**config.mk**
```make
export PLATFORM = sky130hd
export DESIGN_NAME = ahbl_splitter_n
export DESIGN_NICKNAME = d
export VERILOG_FILES = /design/src/rtl/ahbl_pkg.sv /design/src/rtl/ahbl_default_slave.sv /design/src/rtl/ahbl_splitter_n.sv
export SDC_FILE = /design/constraint.sdc
export NUM_CORES = 1
export LEC_CHECK = 0
export BUFFER_PORTS_ARGS = -buffer_cell sky130_fd_sc_hd__buf_2
export CORE_ASPECT_RATIO = 0.75
export CORE_MARGIN = 2
export CORE_UTILIZATION = 44
export DETAILED_ROUTE_END_ITERATION = 8
export GPL_TIMING_DRIVEN = 0
export HOLD_SLACK_MARGIN = 0.1
export PLACE_DENSITY = 0.92
export SLEW_MARGIN = 25
export SYNTH_ARGS = -nofsm -noshare
export SYNTH_HDL_FRONTEND = slang
export SYNTH_HIERARCHICAL = 1
export SYNTH_SLANG_ARGS = --single-unit
```
**constraint.sdc**
```tcl
create_clock -name HCLK -period 2.86 [get_ports HCLK]
set_input_delay 0.572 -clock HCLK [delete_from_list [all_inputs] [get_ports HCLK]]
set_output_delay 0.572 -clock HCLK [all_outputs]
set_load 0.02 [all_outputs]
```
**src/rtl/ahbl_pkg.sv**
```systemverilog
// Shared AHB-Lite definitions for the address splitter: data-phase states,
// response and transfer encodings, region width and the default read pattern.
package ahbl_pkg;

  typedef enum logic [2:0] {
    ST_IDLE,
    ST_SLV,
    ST_ERR1,
    ST_ERR2,
    ST_TOUT1,
    ST_TOUT2
  } state_t;

  localparam logic HRESP_OKAY  = 1'b0;
  localparam logic HRESP_ERROR = 1'b1;

  localparam logic [1:0] HTRANS_IDLE   = 2'b00;
  localparam logic [1:0] HTRANS_BUSY   = 2'b01;
  localparam logic [1:0] HTRANS_NONSEQ = 2'b10;
  localparam logic [1:0] HTRANS_SEQ    = 2'b11;

  localparam int REGION_W = 4;

  localparam logic [31:0] DFLT_RDATA_DEFAULT = 32'hBADDBEEF;

endpackage

```
**src/rtl/ahbl_default_slave.sv**
```systemverilog
// Built-in default slave: sequences the two-cycle AHB ERROR response that
// serves both unmapped accesses (ERR1/ERR2) and watchdog aborts (TOUT1/TOUT2).
module ahbl_default_slave
  import ahbl_pkg::*;
(
  input  state_t state,
  output logic   hready,
  output logic   hresp,
  output logic   irq,
  output state_t next_state
);

  always_comb begin
    hready     = 1'b1;
    hresp      = HRESP_OKAY;
    irq        = 1'b0;
    next_state = state;
    case (state)
      ST_ERR1: begin
        hready     = 1'b0;
        hresp      = HRESP_ERROR;
        next_state = ST_ERR2;
      end
      ST_TOUT1: begin
        hready     = 1'b0;
        hresp      = HRESP_ERROR;
        irq        = 1'b1;
        next_state = ST_TOUT2;
      end
      // Second cycle drives HREADY high, so the splitter always accepts the
      // next address phase here and overrides next_state.
      ST_ERR2, ST_TOUT2: begin
        hready     = 1'b1;
        hresp      = HRESP_ERROR;
        next_state = ST_IDLE;
      end
      default: begin
        next_state = ST_IDLE;
      end
    endcase
  end

endmodule

```
**src/rtl/ahbl_splitter_n.sv**
```systemverilog
// AHB-Lite splitter: one master to NSLV slaves on a HADDR[31:28] region decode,
// with a default ERROR slave, a data-phase stall watchdog and sticky error capture.
module ahbl_splitter_n
  import ahbl_pkg::*;
#(
  parameter int              NSLV       = 4,
  parameter logic [4*NSLV-1:0] SLV_TAGS = {4'h8, 4'h4, 4'h2, 4'h0},
  parameter int              TIMEOUT    = 255,
  parameter logic [31:0]     DFLT_RDATA = DFLT_RDATA_DEFAULT
) (
  input  logic                 HCLK,
  input  logic                 HRESET,
  input  logic [31:0]          HADDR,
  input  logic [1:0]           HTRANS,
  output logic                 HREADY,
  output logic [31:0]          HRDATA,
  output logic                 HRESP,
  output logic [NSLV-1:0]      S_HSEL,
  input  logic [32*NSLV-1:0]   S_HRDATA,
  input  logic [NSLV-1:0]      S_HREADYOUT,
  input  logic [NSLV-1:0]      S_HRESP,
  output logic                 ERR_VALID,
  output logic                 ERR_TOUT,
  output logic [31:0]          ERR_ADDR,
  input  logic                 ERR_CLR,
  output logic                 TOUT_IRQ
);

  localparam int IDX_W   = (NSLV > 1) ? $clog2(NSLV) : 1;
  localparam int CNT_W   = (TIMEOUT > 0) ? $clog2(TIMEOUT + 1) : 1;
  localparam bit WDOG_ON = (TIMEOUT > 0);
  localparam logic [CNT_W-1:0] CNT_LAST = (TIMEOUT > 0) ? CNT_W'(TIMEOUT - 1) : '0;
  localparam logic [CNT_W-1:0] CNT_MAX  = '1;

  state_t            state;
  state_t            next_state;
  logic [IDX_W-1:0]  sel_q;
  logic [31:0]       addr_q;
  logic [CNT_W-1:0]  cnt;

  logic [NSLV-1:0]   hsel;
  logic              hit;
  logic [IDX_W-1:0]  hit_idx;
  logic              xfer;

  logic [31:0]       s_rdata;
  logic              s_ready;
  logic              s_resp;
  logic              stall_hit;

  logic              hready_c;
  logic              hresp_c;
  logic [31:0]       rdata_c;

  logic              d_hready;
  logic              d_hresp;
  logic              d_irq;
  state_t            d_next;

  logic              err_valid;
  logic              err_tout;
  logic [31:0]       err_addr;
  logic              err_entry;
  logic [31:0]       entry_addr;

  assign xfer = (HTRANS == HTRANS_NONSEQ) || (HTRANS == HTRANS_SEQ);

  // Lowest matching index wins so overlapping tags still give a one-hot select.
  always_comb begin
    hsel    = '0;
    hit     = 1'b0;
    hit_idx = '0;
    for (int i = 0; i < NSLV; i++) begin
      if (!hit && (HADDR[31:32-REGION_W] == SLV_TAGS[REGION_W*i +: REGION_W])) begin
        hsel[i] = 1'b1;
        hit     = 1'b1;
        hit_idx = IDX_W'(i);
      end
    end
  end

  assign S_HSEL = hsel;

  always_comb begin
    s_rdata = '0;
    s_ready = 1'b1;
    s_resp  = HRESP_OKAY;
    for (int i = 0; i < NSLV; i++) begin
      if (sel_q == IDX_W'(i)) begin
        s_rdata = S_HRDATA[32*i +: 32];
        s_ready = S_HREADYOUT[i];
        s_resp  = S_HRESP[i];
      end
    end
  end

  assign stall_hit = WDOG_ON && (state == ST_SLV) && !s_ready && (cnt == CNT_LAST);

  ahbl_default_slave u_dflt (
    .state      (state),
    .hready     (d_hready),
    .hresp      (d_hresp),
    .irq        (d_irq),
    .next_state (d_next)
  );

  always_comb begin
    next_state = state;
    hready_c   = 1'b1;
    hresp_c    = HRESP_OKAY;
    rdata_c    = DFLT_RDATA;
    case (state)
      ST_IDLE: begin
        hready_c = 1'b1;
      end
      ST_SLV: begin
        hready_c = s_ready;
        hresp_c  = s_resp;
        rdata_c  = s_rdata;
        if (stall_hit) begin
          next_state = ST_TOUT1;
        end
      end
      default: begin
        hready_c   = d_hready;
        hresp_c    = d_hresp;
        next_state = d_next;
      end
    endcase
    if (hready_c) begin
      next_state = xfer ? (hit ? ST_SLV : ST_ERR1) : ST_IDLE;
    end
  end

  assign HREADY   = hready_c;
  assign HRESP    = hresp_c;
  assign HRDATA   = rdata_c;
  assign TOUT_IRQ = d_irq;

  always_ff @(posedge HCLK) begin
    if (HRESET) begin
      state  <= ST_IDLE;
      sel_q  <= '0;
      addr_q <= '0;
    end else begin
      state <= next_state;
      if (hready_c) begin
        sel_q  <= hit_idx;
        addr_q <= HADDR;
      end
    end
  end

  // Saturating stall counter; only meaningful while a slave holds HREADYOUT low.
  always_ff @(posedge HCLK) begin
    if (HRESET) begin
      cnt <= '0;
    end else if (hready_c) begin
      cnt <= '0;
    end else if ((state == ST_SLV) && !s_ready && (cnt != CNT_MAX)) begin
      cnt <= cnt + 1'b1;
    end
  end

  // On ERR1 entry the faulting address is the one being accepted this cycle.
  assign err_entry  = ((next_state == ST_ERR1) || (next_state == ST_TOUT1)) && !err_valid;
  assign entry_addr = hready_c ? HADDR : addr_q;

  always_ff @(posedge HCLK) begin
    if (HRESET || ERR_CLR) begin
      err_valid <= 1'b0;
      err_tout  <= 1'b0;
      err_addr  <= '0;
    end else if (err_entry) begin
      err_valid <= 1'b1;
      err_tout  <= (next_state == ST_TOUT1);
      err_addr  <= entry_addr;
    end
  end

  assign ERR_VALID = err_valid;
  assign ERR_TOUT  = err_tout;
  assign ERR_ADDR  = err_addr;

endmodule

```
== After elaboration in Yosys (flattened, before gate mapping) ==
Index checks and enable logic that the tools add are counted.
Storage, ports and cells
  flip-flop bits (word level): 79
  bits of input ports: 173
  output and inout bits: 73
  word-level logic and storage cells: 81
Operators by class
  add/subtract/negate cells: 1
  equality and inequality tests: 17
  multiplexer cells: 35
  reductions and logical operators: 21
Operators by type and width (number)
  32-bit 2-to-1 mux: 6
  1-bit 2-to-1 mux: 19
  3-bit one-hot mux with 2 select lines: 2
  3-bit by 2-bit == test with 1-bit output (second input constant): 3
  3-bit == test (second input constant): 3
  8-bit by 1-bit adder with 8-bit output (second input constant): 1
  2-bit == test (second input constant): 4
  8-bit == test (second input constant): 1
  2-bit 2-to-1 mux: 4
  8-bit != test (second input constant): 1
  1-bit logical AND: 7
  3-bit 2-to-1 mux: 2
  1-bit logical NOT: 5
  4-bit by 2-bit == test with 1-bit output (second input constant): 1
  4-bit by 3-bit == test with 1-bit output (second input constant): 1
  4-bit == test (second input constant): 1
  4-bit logical NOT: 1
  1-bit one-hot mux with 2 select lines: 2
  2-bit OR reduction: 2
  4-bit OR reduction: 1
  3-bit by 1-bit == test with 1-bit output (second input constant): 1
  3-bit logical NOT: 1
  1-bit logical OR: 3
  2-bit by 1-bit == test with 1-bit output (second input constant): 1
  2-bit logical NOT: 1

== Logic depth before layout (Yosys ltp) ==
Gate-level depths: netlist of run 1.
  depth after elaboration: 17
  mapped depth: 10
  depth with buffers taken out: 8

== Cells and area by module ==
Netlist of run 1, hierarchy kept.
By module, submodules not included
  ahbl_splitter_n: instances 1, cells an instance 387, area each 4122.7 µm², seq. area each 1581.5 µm²
  ahbl_default_slave: instances 1, cells an instance 6, area each 46.3 µm², seq. area each 0.0 µm²

== Worst setup path after synthesis of run 1 ==
Ideal clock, no wire load.
  kind: reg-to-output
  start: reg sel_q[0]
  end: out HRDATA[10]
  arrival time: 1.879 ns
  data required time: 2.288 ns
  slack: 0.409 ns
  stages on the path, launching flop included: 5
  buffers on the path: 2
  cells stage by stage: dfxtp_1 > buf_4 > buf_1 > mux4_2 > or2_2
On the way
  longest elaborated chain between the ends: 6
  elaborated cells between the ends (all ways): 9
  those cells by class: eq/ne: 3; mux: 5; reduce/logical: 1
Ends and longest elaborated chain
  start: declaration: RTL line ahbl_splitter_n.sv:37  | logic [IDX_W-1:0] sel_q;
  start signal: assignment: RTL line ahbl_splitter_n.sv:148  | sel_q <= hit_idx;
  2-bit logical NOT: RTL line ahbl_splitter_n.sv:89  | if (sel_q == IDX_W'(i)) begin
  32-bit 2-to-1 mux (3 in series): RTL line ahbl_splitter_n.sv:89
  32-bit 2-to-1 mux (*): RTL line ahbl_splitter_n.sv:89
  32-bit 2-to-1 mux (*): RTL line ahbl_splitter_n.sv:112  | case (state)
  end: declaration: RTL line ahbl_splitter_n.sv:16  | output logic [31:0] HRDATA,
Every way passes the cells marked *; elsewhere a longest branch is shown, timed or not.

== Worst setup path after layout of run 1 ==
  start: reg state[1]
  end: out HRDATA[3]
On the way
  longest elaborated chain between the ends: 2
Ends and longest elaborated chain
  start: declaration: RTL line ahbl_splitter_n.sv:35  | state_t state;
  start signal: assignment: RTL line ahbl_splitter_n.sv:146  | state <= next_state;
  3-bit by 1-bit == test with 1-bit output: RTL line ahbl_splitter_n.sv:112
  32-bit 2-to-1 mux: RTL line ahbl_splitter_n.sv:112
No other way between the ends.

==> results of run 1 <==
[Yosys cell counts (all sizes together), types with 6 or more instances]
cell and number:
xor2 7, dfxtp 79, nor2b 8, mux4 34
clkbuf 16, a211oi 33, nand2 6, buf 22
mux2i 32, nor2 46, a21oi 36, or2 26
[registers in the layout (all words and copies together) (netlist names)]
register / flops
ERR_ADDR: 32
addr_q: 32
cnt: 8
state: 3
sel_q: 2
ERR_TOUT: 1
ERR_VALID: 1
[per-layer routing]
layer | share of wire | GRT usage | vias up
met4 | 0.016 | 0.06818 | 0
met1 | 0.42 | 0.3364 | 2002
li1 | - | - | 1949
met3 | 0.071 | 0.05685 | 25
met5 | 0 | 0 | -
met2 | 0.50 | 0.4355 | 184
[cells in the final DEF, fill, tap and decap left out, types with 3 or more instances in the layout]
cell,instances
a211oi_1,33
a21oi_1,36
and3_1,4
buf_2,247
buf_4,9
buf_6,3
clkbuf_1,13
clkbuf_16,9
dfxtp_1,79
inv_1,4
mux2i_1,32
mux4_2,34
nand2_1,6
nand2b_1,3
nand4_1,4
nor2_1,46
nor2b_1,8
nor4b_1,3
or2_2,26
xor2_1,7
[repair_timing]
item	4_1_cts	5_1_grt
pin swaps	0	0
setup endpoints to repair	30	17
endpoints found under the hold margin	0	0
resized for setup	12	9
[cell type report]
cell class              count  share of cell area
inverters                   4            0.002548
clock inverters             5             0.01359
flip-flops and latches     79              0.2684
well taps                 128             0.02718
multi-input cells         272              0.4026
plain buffers              36             0.03716
clock buffers              11             0.04290
repair buffers            242              0.2056
[logic make-up after synthesis]
logic type,Yosys count,synth area share
DFF,79,0.3794
and+or+nand+nor,111,0.1435
xor gates and xnor gates,9,0.01891
muxes,66,0.2605
adders and majority gates,3,0.008402
buffers and inverters,42,0.05342
AOI/OAI and AO/OA,83,0.1360
[stage by stage]
step	setup WS (ns)	power, mW
after detailed placement	0.03122	1.797
after CTS	0.02570	3.039
after floorplan	0.4091	1.563
after global placement	0.05518	1.770
after global routing	0.02353	3.149
final	0.1511	3.028
[where the power goes]
| group | total, mW | internal [mW] | leakage (nW) | switching, mW |
|---|---|---|---|---|
| registers | 1.19 | 1.16 | 0.649 | 0.0273 |
| logic | 0.596 | 0.292 | 1.75 | 0.304 |
| clock network | 1.25 | 0.810 | 0.158 | 0.437 |
| total | 3.03 | 2.26 | 2.55 | 0.768 |
[critical path, stage by stage, from the launching register on]
cell and delay (ns):
dfxtp_1 0.37, or3b_2 0.47, buf_2 0.21, clkbuf_1 0.24
or2_2 0.35, buf_2 0.16
[path summary, 6_finish.rpt]
kind / endpoint / slack [ns] / cells past startpoint
setup / recovery: HRDATA[3] / 0.15 / 5
hold / removal: addr_q[1]$_SDFF_PP0_ / 0.49 / 2
setup reg to reg: ERR_ADDR[21]$_SDFFE_PP0P_ / 0.23 / 9
hold reg to reg: addr_q[1]$_SDFF_PP0_ / 0.49 / 2
==> run_results.csv, run 1 <==
group,metric,value,unit
run_status,status,"finished, final reports clean",
die,initial_core_util,0.4571,
route,wirelength,13880,um
yosys,ys.flop_type,"dfxtp_1",
route,num_vias,4160,
global_routing,antenna_found_initial,0,
cts,insertion_delay,0.33,ns
layout,fillers,764,
layout,drive_gt1_frac,0.5347,
timing,finClkSkew,0.007038,ns
global_routing,grt_pass1_vias,4102,
yosys,synth.largest_area_cell,"dfxtp_1",
yosys,netlist_top_cells_area,"dfxtp_1 38%, mux4_2 18%, mux2i_1 7.7%",
route,wl_per_cell,17.86,um
timing,finalCritPeriodShare,0.9472,
cts,cts_tree,"done",
layout,fin_util,0.6460,
die,die_y,88.30,um
die,die-area,0.01028,mm2
yosys,netlist_area,0.004169,mm2
run,maxCapViolCount,0,
layout,fin_nets,819,
yosys,ys_seq_area_frac,0.3794,
yosys,avgSynthCellArea,10.61,um2
timing,hold_violations,0,
die,die_x,116.4,um
layout,instances_no_fill,777,
timing,min_period,2.709,ns
die,num_rows,30,
yosys,ys_async_sr_fraction,0,
route,drt_first_iter_violations,190,
placed_design,port_buffers,242,
critical_path,startpoint,"state[1]$_SDFF_PP0_",
power,peakVddDrop,0.4180,mV
cts,cts_sinks,79,
cts,path_clk_slew,0.06,ns
route,antenna_left,0,
critical_path,worst_ep_arrival_time,2.14,ns
cts,cts_hold_buf,0,
cts,post-cts-setup-buffers,0,
placed_design,dp_hpwl,11280,um
global_routing,grt_pass1_wl,20220,um
cts,max-clock-path-buffers,2,
timing,tns,0,ns
critical_path,path_class,"reg2out",
global_routing,grt.total_usage,0.2571,
layout,num_antenna_cells,0,
timing,whs,0.4935,ns
yosys,yosysUniqueCellTypes,43,
route,via_per_inst,5.354,
yosys,yosys.area.top_type_share,0.3794,
critical_path,critPathMaxFanout,10,
power,p_per_area,513.9,mW/mm2
critical_path,reg2reg_from,"sel_q[0]$_SDFFE_PP0N_",
timing,setup_viol,0,
layout,multi_input_area,0.002372,mm2
critical_path,worstPathRequired,2.29,ns
placed_design,dpl_cell_area,0.005540,mm2
yosys,synth_fp_nets,568,
critical_path,startpoint_type,"register",
placed_design,gp_congestion,0.8280,
die,io_pins,246,
layout,design_area,0.005892,mm2
route,firstDrtPassIters,5,
yosys,synth-seq-cells,79,
cts,root_buffer,"clkbuf_16",
yosys,synthCells,393,
timing,worst_pin_slew,0.7802,ns
yosys,synth-edff-count,0,
critical_path,crit_path_end_kind,"output port",
layout,syn_to_final_growth,41.33,%
route,drc,0,
placed_design,dp.cells,763,
hold_path,min_from,"addr_q[1]$_SDFF_PP0_",
cts,cts_max_level,3,
global_routing,grt_remaining_overflow,0,
power,leakagePower,2.553,nW
timing,slew_headroom,0.4763,
timing,rsz0062_at_grt,"false",
yosys,synth_warnings,6,
die,core_area,0.009121,mm2
global_routing,grt_max_degree,20,
timing,fmax,369.2,MHz
hold_path,min_path_type,"reg2reg",
timing,maxSlewViolCount,0,
cts,numCtsBuffers,9,
layout,seqCellArea,0.001582,mm2
Note: power is estimated with default switching activity, not from simulation.
==> run 2, diff against run 1 <==
- CORE_ASPECT_RATIO: 0.75 -> not set
==> run 2 against run 1 <==
Compared with the run above: first-iteration DRC count grew 11%; final cell count fell by 1.3%; cell area shrank 2.6%; critical endpoint is now HREADY; largest cell class unchanged; critical path depth increased by 1; register-to-register slack lost 0.04 ns; sequential cell count is the same.
==> run_results.csv, run 2 (synthesized netlist as in run 1, its figures left out) <==
group,metric,value,unit
power,leakagePower,2.489,nW
timing,fmax,359.0,MHz
critical_path,cpPeakStageDelay,0.64,ns
cts,max-clock-path-buffers,2,
timing,worst_pin_slew,0.7330,ns
critical_path,cp_num_buf_inv,4,
layout,fin_nets,821,
route,wirelength,15940,um
route,via_per_inst,5.486,
critical_path,path_class,"reg2out",
power,power.switching,0.7390,mW
critical_path,worst_ep_arrival_time,2.21,ns
placed_design,port_buffers,242,
timing,finalCritPeriodShare,0.9740,
layout,layout_commonest_cell,"buf_2",
die,die-area,0.01027,mm2
timing,tns,0,ns
timing,maxSlewViolCount,0,
global_routing,grt_pass1_vias,4219,
placed_design,gp_congestion,0.9131,
die,core_area,0.009196,mm2
power,p_int,1.758,mW
global_routing,grt_max_degree,20,
power,clkPwrFrac,0.284,
layout,syn_to_final_growth,37.61,%
power,peakVddDrop,0.4322,mV
critical_path,critPathTopFamily,"buffers and inverters",
die,die_x,101.3,um
cts,numCtsBuffers,9,
critical_path,worstPathRequired,2.29,ns
global_routing,grt_pass1_wl,22940,um
run,maxCapViolCount,0,
critical_path,critPathMaxFanout,19,
cts,path_clk_slew,0.08,ns
layout,final_cell_mix,"245 x buf_2, 79 x dfxtp_1, 46 x nor2_1",
route,drc,0,
hold_path,min_path_type,"in2reg",
timing,slew_headroom,0.5080,
die,io_pins,246,
critical_path,startpoint_type,"register",
layout,fin_util,0.6238,
layout,drive_gt1_frac,0.5361,
die,initial_core_util,0.4533,
timing,whs,0.4815,ns
global_routing,grt.total_usage,0.2988,
die,die_y,101.3,um
placed_design,dp_hpwl,13300,um
die,num_rows,35,
global_routing,grt_remaining_overflow,0,
cts,insertion_delay,0.35,ns
route,firstDrtPassIters,5,
cts,root_buffer,"clkbuf_8",
route,wl_per_cell,20.78,um
global_routing,antenna_found_initial,6,
run_status,status,"finished, final reports clean",
power,p_comb_frac,0.242,
cts,cts_max_level,3,
timing,min_period,2.786,ns
timing,finClkSkew,0.01114,ns
critical_path,cp_cell_sequence,"buf_4 > mux4_2 > o21ai_4 > buf_12 > inv_1 > buf_2",
cts,cts_sinks,79,
route,antenna_left,0,
critical_path,crit_path_end_kind,"output port",
route,num_vias,4208,
power,p_per_area,435.3,mW/mm2
power,pwr-share-seq,0.474,
timing,hold_violations,0,
cts,cts_tree,"done",
power,p_sw_frac,0.2959,
route,drt_first_iter_violations,210,
critical_path,crit_slowest_cell,"mux4_2",
timing,setup_viol,0,
## run 2: cell count changes in the layout (fill, tap and decap cells not counted), sizes merged
cell    before  now
diode        0    5
clkinv       1    5
bufinv       2    0
## run 2: cell type report
| class | count | area (um2) |
|---|---|---|
| flip-flops and latches | 79 | 1582 |
| clock inverters | 7 | 40.04 |
| inverters | 4 | 15.01 |
| clock buffers | 9 | 123.9 |
| well taps | 111 | 138.9 |
| repair buffers | 244 | 1226 |
| plain buffers | 36 | 226.5 |
| fillers | 776 | 3460 |
| diodes | 5 | 12.51 |
| multi-input cells | 272 | 2372 |
## run 2: routing by layer
metal / share of wire / global-route usage / up-vias
li1: - / - / 1957
met1: 0.37 / 0.3499 / 2028
met2: 0.51 / 0.5155 / 198
met3: 0.097 / 0.1139 / 23
met4: 0.016 / 0.07796 / 2
met5: 0.00082 / 0 / -
## run 2: power by group through the flow
stage	combinational (mW)	sequential (mW)	clock (mW)
2_1_floorplan	0.332	1.23	0
3_3_place_gp	0.577	1.20	0
3_5_place_dp	0.595	1.21	0
4_1_cts	0.598	1.18	0.717
5_1_grt	0.651	1.19	0.765
6_report	0.604	1.18	0.708
## run 2: per-stage QoR
stage / total power, mW / setup WS, ns / std cells / cell area, um2
detailed placement: 1.802 / -0.04740 / 746 / 5519
CTS: 2.498 / 0.001316 / 760 / 5693
floorplan: 1.563 / 0.4091 / 393 / 4169
global placement: 1.781 / -0.01106 / 746 / 5519
global route: 2.606 / -0.007351 / 764 / 5729
finish: 2.497 / 0.07446 / 767 / 5737
## run 2: path summary, 6_finish.rpt
| path | startpoint | endpoint | slack [ns] | cells after the start |
|---|---|---|---|---|
| worst max-delay path | sel_q[0]$_SDFFE_PP0N_ | HREADY | 0.07 | 6 |
| worst min-delay path | HADDR[25] | addr_q[25]$_SDFF_PP0_ | 0.48 | 3 |
| worst max register to register | sel_q[0]$_SDFFE_PP0N_ | ERR_ADDR[29]$_SDFFE_PP0P_ | 0.19 | 9 |
| worst min register to register | addr_q[0]$_SDFF_PP0_ | addr_q[0]$_SDFF_PP0_ | 0.50 | 2 |
## run 2: worst reg2reg max path, delay by kind of cell (launching register included)
| kind | cells | cell delay, ns |
|---|---|---|
| AOI/OAI and AO/OA | 2 | 0.38 |
| and+or+nand+nor | 3 | 0.71 |
| buffers and inverters | 3 | 0.47 |
| DFF | 1 | 0.31 |
| muxes | 1 | 0.64 |
## run 2: timing repair
action / in CTS / in global routing
hold buffers: 0 / 0
pin swaps: 0 / 1
setup endpoints to repair: 30 / 30
gates resized for setup: 6 / 9
setup buffers: 0 / 2
==> run 3, diff against run 2 <==
- BUFFER_PORTS_ARGS: -buffer_cell sky130_fd_sc_hd__buf_2 -> -buffer_cell sky130_fd_sc_hd__buf_4
==> run 3 against run 2 <==
Compared with the run above: routed wire length increased by 3.8%; clock skew is essentially flat; first-iteration DRC count grew 2.9%; utilization up 6.7 points; die area did not move; via count is 1.8% higher; final cell count fell by 0.78%; sequential cell count unchanged; critical path depth is 2 lower; non-clock buffer count decreased by 1; largest cell class unchanged; setup slack got worse by 0.024 ns; combinational power up 14%.
==> run_results.csv, run 3 (synthesized netlist as in run 1, its figures left out) <==
group,metric,value,unit
timing,whs,0.4638,ns
timing,finalCritPeriodShare,0.9824,
route,drc,0,
route,num_vias,4282,
critical_path,reg2regPathDepth,7,
placed_design,dpl_cell_area,0.006125,mm2
route,via_per_inst,5.627,
cts,cts_sinks,79,
global_routing,grt_max_degree,20,
global_routing,antenna_found_initial,0,
timing,worst_slack,0.05024,ns
global_routing,grt.total_usage,0.3110,
cts,insertion_delay,0.36,ns
timing,min_period,2.810,ns
die,initial_core_util,0.4533,
timing,setup_viol,0,
die,die_y,101.3,um
layout,drive_gt1_frac,0.5323,
power,leakagePower,2.678,nW
critical_path,crit_path_end_kind,"output port",
route,firstDrtPassIters,4,
route,drt_first_iter_violations,216,
run_status,status,"finished, final reports clean",
cts,numCtsBuffers,9,
critical_path,reg2reg_to,"cnt[7]$_SDFFE_PP0P_",
layout,design_area,0.006352,mm2
critical_path,path_class,"reg2out",
power,p_per_area,428.0,mW/mm2
die,io_pins,246,
layout,layout_commonest_cell,"buf_4",
global_routing,grt_pass1_wl,23790,um
layout,syn_to_final_growth,52.37,%
timing,worst_pin_slew,0.9274,ns
hold_path,holdPathStages,3,
layout,fillers,706,
run,maxCapViolCount,0,
route,wirelength,16550,um
timing,hold_violations,0,
layout,fin_nets,820,
placed_design,gp_congestion,0.8957,
cts,max-clock-path-buffers,2,
critical_path,reg2reg_from,"sel_q[0]$_SDFFE_PP0N_",
layout,num_antenna_cells,0,
die,num_rows,35,
timing,fmax,355.9,MHz
route,wl_per_cell,21.74,um
timing,finClkSkew,0.01085,ns
placed_design,dp_hpwl,13800,um
power,peakVddDrop,0.4404,mV
timing,maxSlewViolCount,0,
critical_path,worstPathRequired,2.29,ns
die,die-area,0.01027,mm2
critical_path,regToRegSetupSlack,0.11,ns
cts,cts_tree,"done",
hold_path,holdPathEnd,"addr_q[1]$_SDFF_PP0_",
global_routing,grt_remaining_overflow,0,
critical_path,startpoint_type,"register",
layout,final_cell_mix,"252 x buf_4, 79 x dfxtp_1, 46 x nor2_1",
timing,rsz0062_at_grt,"true",
die,die_x,101.3,um
critical_path,critPathMaxFanout,10,
placed_design,place_ws,-0.05253,ns
timing,slew_headroom,0.3775,
hold_path,min_path_type,"in2reg",
placed_design,port_buffers,242,
power,p_total,2.719,mW
critical_path,worst_ep_arrival_time,2.24,ns
cts,root_buffer,"clkbuf_8",
cts,cts_hold_buf,0,
cts,path_clk_slew,0.09,ns
route,antenna_left,0,
die,core_area,0.009196,mm2
cts,cts_max_level,3,
hold_path,min_from,"HADDR[1]",
global_routing,grt_pass1_vias,4380,
layout,fin_util,0.6907,
-- run 3: cell count changes in the layout (fill, tap and decap cells not counted), moves of 2 or more --
cell | before | now
clkbuf_2 | 3 | 1
diode_2 | 5 | 0
buf_2 | 245 | 5
buf_4 | 11 | 252
clkinv_2 | 5 | 0
-- run 3: cell type report --
cell class / instances / area (um2) / share of cell area
clock buffer: 10 / 127.6 / 0.02009
timing repair buffer: 243 / 1824 / 0.2872
clock inverter: 6 / 70.07 / 0.01103
tap: 111 / 138.9 / 0.02186
sequential: 79 / 1582 / 0.2490
multi-input combinational: 272 / 2372 / 0.3734
inverter: 4 / 15.01 / 0.002364
buffer: 36 / 222.7 / 0.03506
-- run 3: power breakdown --
group / internal, mW / switching [mW]
Combinational: 0.379 / 0.312
Clock: 0.408 / 0.435
Sequential: 1.16 / 0.0282
-- run 3: how the worst max path moves through the flow --
stage / from / endpoint / slack (ns)
final: sel_q[1]$_SDFFE_PP0N_ / HRDATA[8] / 0.05
after floorplan: sel_q[0]$_SDFFE_PP0N_ / HRDATA[10] / 0.41
after detailed placement: S_HREADYOUT[3] / HREADY / -0.05
after global routing: sel_q[0]$_SDFFE_PP0N_ / HREADY / -0.01
after global placement: S_HREADYOUT[3] / HREADY / -0.03
after CTS: sel_q[1]$_SDFFE_PP0N_ / HRDATA[12] / 0.03
-- run 3: worst max-delay path: stages (launching register included) --
cell,delay (ns)
dfxtp_1,0.58
clkbuf_1,0.52
mux4_2,0.45
nor2b_1,0.16
buf_4,0.16
-- run 3: metrics by stage --
| stage | setup TNS, ns | std cells |
|---|---|---|
| 6_report | 0 | 761 |
| 5_1_grt | -0.03206 | 761 |
| 4_1_cts | 0 | 760 |
| 3_5_place_dp | -0.05253 | 746 |
| 3_3_place_gp | -0.02902 | 746 |
| 2_1_floorplan | 0 | 393 |
-- run 3: what timing repair did --
| action | 4_1_cts | 5_1_grt |
|---|---|---|
| hold endpoints to repair | 0 | 0 |
| buffers inserted | 0 | 1 |
| setup endpoints to repair | 30 | 12 |
| resized for setup | 7 | 6 |
-- run 3: per-layer routing --
metal,track usage,part of all wire,vias up
li1,-,-,1957
met1,0.3543,0.36,2073
met2,0.5471,0.52,217
met3,0.09800,0.095,35
met4,0.1143,0.031,0
met5,0,0,-
